### config.mk
export PLATFORM = sky130hd
export DESIGN_NAME = min_sad_select
export DESIGN_NICKNAME = d
export VERILOG_FILES = /design/src/rtl/fsbm_pkg.sv /design/src/rtl/mv_scan_counter.sv /design/src/rtl/min_sad_select.sv
export SDC_FILE = /design/constraint.sdc
export NUM_CORES = 1
export LEC_CHECK = 0
export CORE_MARGIN = 3
export CORE_UTILIZATION = 50
export DETAILED_ROUTE_END_ITERATION = 16
export PLACE_DENSITY = 0.77
export SYNTH_ARGS = -nofsm -noshare
export SYNTH_HDL_FRONTEND = slang
export SYNTH_SLANG_ARGS = --single-unit
### constraint.sdc
create_clock -name clk -period 2.4 [get_ports clk]
set_clock_uncertainty 0.2 [all_clocks]
set_input_delay 0.48 -clock clk [delete_from_list [all_inputs] [get_ports clk]]
set_output_delay 0.48 -clock clk [all_outputs]
set_load 0.02 [all_outputs]
### src/rtl/fsbm_pkg.sv
// Shared definitions for the full-search block-matching datapath.
// Holds default SAD / motion-vector widths, the controller state encoding and a
// helper returning the number of candidates in a +/-SR search window.
package fsbm_pkg;

    localparam int unsigned SadWDefault = 12;
    localparam int unsigned MvWDefault  = 5;

    typedef enum logic [1:0] {
        StIdle = 2'd0,
        StScan = 2'd1,
        StDone = 2'd2
    } state_e;

    // Number of (dx, dy) candidates for a search range of +/-sr.
    function automatic int unsigned num_candidates(input int unsigned sr);
        return (2 * sr + 1) * (2 * sr + 1);
    endfunction

endpackage

### src/rtl/mv_scan_counter.sv
// Raster-order offset counter for the motion search.
// dx runs -SR..+SR, then wraps to -SR while dy advances. Flags the final
// candidate (dx = dy = +SR) so the controller can close the search.
//
// Ports:
//   clk   - clock, rising edge
//   rst   - asynchronous active-low reset
//   clear - load dx = dy = -SR and clear the candidate count
//   step  - advance to the next candidate (one accepted SAD)
//   dx    - current horizontal offset (signed)
//   dy    - current vertical offset (signed)
//   last  - current candidate is the final one of the window
module mv_scan_counter
    import fsbm_pkg::*;
#(
    parameter int unsigned SR   = 7,
    parameter int unsigned MV_W = MvWDefault
) (
    input  logic                   clk,
    input  logic                   rst,
    input  logic                   clear,
    input  logic                   step,
    output logic signed [MV_W-1:0] dx,
    output logic signed [MV_W-1:0] dy,
    output logic                   last
);

    localparam int unsigned NumCand = num_candidates(SR);
    localparam int unsigned CntW    = $clog2(NumCand + 1);

    localparam logic signed [MV_W-1:0] PosLim = MV_W'(SR);
    localparam logic signed [MV_W-1:0] NegLim = -PosLim;

    logic [CntW-1:0]        count_q, count_d;
    logic signed [MV_W-1:0] dx_q, dx_d;
    logic signed [MV_W-1:0] dy_q, dy_d;

    assign last = (count_q == CntW'(NumCand - 1));

    always_comb begin
        count_d = count_q;
        dx_d    = dx_q;
        dy_d    = dy_q;
        if (clear) begin
            count_d = '0;
            dx_d    = NegLim;
            dy_d    = NegLim;
        end else if (step && !last) begin
            // Stepping past the final candidate holds the offsets at +SR/+SR.
            count_d = count_q + CntW'(1);
            if (dx_q == PosLim) begin
                dx_d = NegLim;
                dy_d = dy_q + MV_W'(1);
            end else begin
                dx_d = dx_q + MV_W'(1);
            end
        end
    end

    always_ff @(posedge clk or negedge rst) begin
        if (!rst) begin
            count_q <= '0;
            dx_q    <= '0;
            dy_q    <= '0;
        end else begin
            count_q <= count_d;
            dx_q    <= dx_d;
            dy_q    <= dy_d;
        end
    end

    assign dx = dx_q;
    assign dy = dy_q;

endmodule

### src/rtl/min_sad_select.sv
// Minimum-SAD selector for full-search motion estimation.
// Accepts (2*SR+1)^2 candidate SADs in raster order, keeps the smallest
// (earliest wins on ties) together with its offset, and presents the result
// with a valid/ready handshake.
//
// Ports:
//   clk       - clock, rising edge
//   rst       - asynchronous active-low reset
//   start     - pulse in IDLE to begin a new search window
//   sad_valid - sad carries a candidate
//   sad       - candidate SAD
//   sad_ready - candidate accepted this cycle (SCAN only)
//   res_valid - result held and valid (DONE)
//   res_ready - consumer takes the result
//   best_sad  - minimum SAD found
//   mv_x/mv_y - signed offset of the minimum
//   busy      - search in progress or result pending
module min_sad_select
    import fsbm_pkg::*;
#(
    parameter int unsigned SR    = 7,
    parameter int unsigned SAD_W = SadWDefault,
    parameter int unsigned MV_W  = MvWDefault
) (
    input  logic                   clk,
    input  logic                   rst,
    input  logic                   start,
    input  logic                   sad_valid,
    input  logic [SAD_W-1:0]       sad,
    output logic                   sad_ready,
    output logic                   res_valid,
    input  logic                   res_ready,
    output logic [SAD_W-1:0]       best_sad,
    output logic signed [MV_W-1:0] mv_x,
    output logic signed [MV_W-1:0] mv_y,
    output logic                   busy
);

    state_e state_q, state_d;

    logic                   first_q;
    logic [SAD_W-1:0]       best_sad_q;
    logic signed [MV_W-1:0] mv_x_q, mv_y_q;
    logic                   res_valid_q, busy_q;

    logic                   load;
    logic                   accept;
    logic                   take;
    logic                   last;
    logic signed [MV_W-1:0] dx, dy;

    assign sad_ready = (state_q == StScan);
    assign accept    = sad_valid & sad_ready;
    assign load      = (state_q == StIdle) & start;
    // Strict unsigned compare keeps the earliest candidate on ties.
    assign take      = accept & (first_q | (sad < best_sad_q));

    mv_scan_counter #(
        .SR   (SR),
        .MV_W (MV_W)
    ) u_scan_counter (
        .clk   (clk),
        .rst   (rst),
        .clear (load),
        .step  (accept),
        .dx    (dx),
        .dy    (dy),
        .last  (last)
    );

    always_comb begin
        state_d = state_q;
        case (state_q)
            StIdle: if (start) state_d = StScan;
            StScan: if (accept && last) state_d = StDone;
            StDone: if (res_ready) state_d = StIdle;
            default: state_d = StIdle;
        endcase
    end

    always_ff @(posedge clk or negedge rst) begin
        if (!rst) begin
            state_q     <= StIdle;
            first_q     <= 1'b0;
            best_sad_q  <= '1;
            mv_x_q      <= '0;
            mv_y_q      <= '0;
            res_valid_q <= 1'b0;
            busy_q      <= 1'b0;
        end else begin
            state_q     <= state_d;
            res_valid_q <= (state_d == StDone);
            busy_q      <= (state_d != StIdle);
            if (load) begin
                first_q <= 1'b1;
            end else if (accept) begin
                first_q <= 1'b0;
            end
            if (take) begin
                best_sad_q <= sad;
                mv_x_q     <= dx;
                mv_y_q     <= dy;
            end
        end
    end

    assign res_valid = res_valid_q;
    assign busy      = busy_q;
    assign best_sad  = best_sad_q;
    assign mv_x      = mv_x_q;
    assign mv_y      = mv_y_q;

endmodule
==> flow_summary.json <==
{
  "final_nets": 414,
  "violations": "negative setup slack",
  "synthesis.nets": 352,
  "finalHoldViolations": 0,
  "worst_slack_ns": -0.1055,
  "vias": 2779,
  "synthCells": 320,
  "max-vdd-ir-drop_v": 0.0006248,
  "p_total_mw": 4.541,
  "rows": 27,
  "p_per_area_nw_per_um2": 1145,
  "crit_arrival_ns": 2.51,
  "critPathKind": "in2reg",
  "syn_to_final_growth_pct": 32.30,
  "hold_path.class": "in2async",
  "multi_input_comb_area_sq_um": 1708,
  "clock_latency_ns": 0.30,
  "place_ws_ns": -0.4875,
  "period_minus_slack_ns": 2.506,
  "ios": 42,
  "grt_max_degree": 67,
  "hpwl_um": 4592,
  "drc": 0,
  "diodes": 0,
  "antenna_found_initial": 0,
  "die_x_um": 83.43,
  "setup_viol": 22,
  "ant_nets": 0,
  "layout.cells.non_filler": 455,
  "worstSetupStartpointType": "primary input",
  "cts_sinks": 45,
  "dr.pass1.iters": 5,
  "grt_pass1_wl_um": 12680,
  "cts_tree": "yes",
  "dieArea_sq_um": 6961,
  "die_h_um": 83.43,
  "core_sq_um": 5642,
  "seq_area_frac_synth": 0.3806,
  "post-route-period-util": 1.044,
  "seq_area_sq_um": 1141,
  "grt_pass1_vias": 2695,
  "avgViaCountPerCell": 6.108,
  "cp-end-kind": "register",
  "drive_gt1_frac": 0.2193,
  "fin_util": 0.7030,
  "routed_wl_um": 7742,
  "cp.required_ns": 2.40,
  "fill_cells": 383,
  "drv_cap": 0,
  "root_buffer": "clkbuf_8",
  "rsz0062_at_grt": "yes",
  "cts_buffers": 5,
  "leakagePower_nw": 1.759,
  "dp_cells": 435,
  "synth_cell_types": 45,
  "tightest_slew_ns": 0.5971,
  "gp_congestion": 0.7988,
  "slew_headroom": 0.6020,
  "clk_pin_slew_worst_paths_ns": 0.09,
  "synth_seq_cells": 45,
  "grt-ovfl-total": 0,
  "finalMaxSlewViolations": 0,
  "wl_per_cell_um": 17.02,
  "syn_area_sq_um": 2998,
  "drt_iter0_drc": 233,
  "grt_use_total": 0.2193,
  "initial_core_util": 0.5314,
  "numPortBuffers": 41,
  "ys_warn_count": 0,
  "cts_buffer_depth": 2,
  "outcome": "complete, but fails checks",
  "critPathMaxFanout": 10,
  "fmax_mhz": 399.1,
  "ctsHtreeMaxLevel": 2,
  "syn_area_per_cell_sq_um": 9.368
}
## sequential cells by signal (all words and copies together) (netlist names)
register	cells
best_sad	12
u_scan_counter.count_q	8
mv_x	5
mv_y	5
u_scan_counter.dx	5
u_scan_counter.dy	5
state_q	2
busy	1
first_q	1
res_valid	1
## report_power, final
part / switching, mW / internal (mW)
clock network: 0.275 / 0.208
registers: 0.280 / 1.11
logic: 1.33 / 1.33
total: 1.89 / 2.65
## what timing repair did
item                       CTS  global route
gates resized for setup     27            22
hold buffers                 0             0
cloned                       2             2
pin swaps                    6             6
setup endpoints to repair   22            22
buffers inserted             6             2
## layer usage
layer / up-vias / global-route usage / routed length, um
met5: - / 0 / 0
met4: 0 / 0.05848 / 101
met3: 10 / 0.04266 / 471
met2: 105 / 0.3622 / 3739
met1: 1352 / 0.2946 / 3429
li1: 1312 / - / -
## layout make-up
type / instances / share of cell area
multi-input cells: 225 / 0.4306
flip-flops and latches: 45 / 0.2877
repair buffers: 81 / 0.2139
inverters: 24 / 0.02271
well taps: 72 / 0.02271
clock buffers: 6 / 0.01830
clock inverters: 2 / 0.004101
## kinds of logic after synthesis
logic type               Yosys count  share of synthesized area
flip-flops                        45                     0.3806
adder cells (fa/ha/maj)           15                    0.06260
buffers and inverters             50                    0.09224
XOR/XNOR                          11                    0.03214
multiplexers                       4                    0.01336
AO/OA/AOI/OAI                     61                     0.1703
AND/OR/NAND/NOR                  134                     0.2488
## worst paths after layout
path                                             startpoint                                to  slack [ns]  cells after the start
hold reg to reg            u_scan_counter.dy[3]$_DFFE_PN0P_  u_scan_counter.dy[3]$_DFFE_PN0P_        0.35                      1
max in group asynchronous                               rst               mv_y[0]$_DFFE_PN0P_        1.53                      2
setup / recovery                                     sad[7]           best_sad[9]$_DFFE_PN1P_       -0.11                      9
setup reg to reg                    best_sad[9]$_DFFE_PN1P_               mv_y[0]$_DFFE_PN0P_       -0.07                      8
min in group clk           u_scan_counter.dy[3]$_DFFE_PN0P_  u_scan_counter.dy[3]$_DFFE_PN0P_        0.35                      1
hold / removal                                          rst               mv_x[1]$_DFFE_PN0P_        0.06                      2
## worst max-delay path: stages
cell and delay [ns]:
clkdlybuf4s50_1 0.45, ha_1 0.33, a21oi_1 0.25, nor2_2 0.08
a2111oi_4 0.34, buf_6 0.21, buf_6 0.15, nand4b_1 0.12
o311ai_2 0.11
## cells in the mapped netlist, drive strengths merged
library cell | instances | area share
a221o | 1 | 0.0033
a2111oi | 1 | 0.0092
nor2b | 3 | 0.0063
mux2i | 4 | 0.013
dfstp | 12 | 0.11
o22ai | 1 | 0.0021
a211oi | 1 | 0.0025
xor2 | 8 | 0.023
clkdlybuf4s15 | 1 | 0.0033
and3 | 25 | 0.053
clkbuf | 14 | 0.027
a221oi | 22 | 0.064
nand4 | 5 | 0.010
and3b | 1 | 0.0029
a21oi | 7 | 0.012
ha | 15 | 0.063
nor3 | 3 | 0.0067
nor3b | 1 | 0.0025
nor4 | 1 | 0.0021
xnor2 | 3 | 0.0088
inv | 24 | 0.030
nor4b | 1 | 0.0029
a21o | 2 | 0.0050
nand3 | 6 | 0.010
a31oi | 1 | 0.0042
nand2b | 2 | 0.0042
nand2 | 19 | 0.024
buf | 11 | 0.032
nand4b | 21 | 0.061
o311ai | 21 | 0.061
dfrtp | 33 | 0.28
or3 | 1 | 0.0021
nor2 | 40 | 0.050
o21ai | 4 | 0.0067
and2 | 4 | 0.0083
nand3b | 1 | 0.0025
## per-stage QoR
step / setup TNS, ns / instance area [sq um] / hold slack (ns)
6_report: -1.555 / 3966 / 0.05651
5_1_grt: -2.857 / 3966 / 0.09469
4_1_cts: -0.01241 / 3806 / 0.07532
3_5_place_dp: -9.224 / 3580 / 0.3234
3_3_place_gp: -6.892 / 3580 / 0.3194
2_1_floorplan: -0.02079 / 3010 / -0.01559
## cell usage in the layout (no fill, tap or decap), types with 5 or more instances in the layout
cell and n:
a21oi_1 6, nand2_1 19, dfstp_2 12, xor2_1 8
and3_1 24, dfrtp_1 33, nand3_1 6, clkdlybuf4s50_1 36
nor2_1 39, ha_1 11, inv_1 20, nand4b_1 21
a221oi_1 19, buf_4 29, nand4_1 5, o311ai_1 17
clkbuf_8 5
Note: power is estimated with default switching activity, not from simulation.
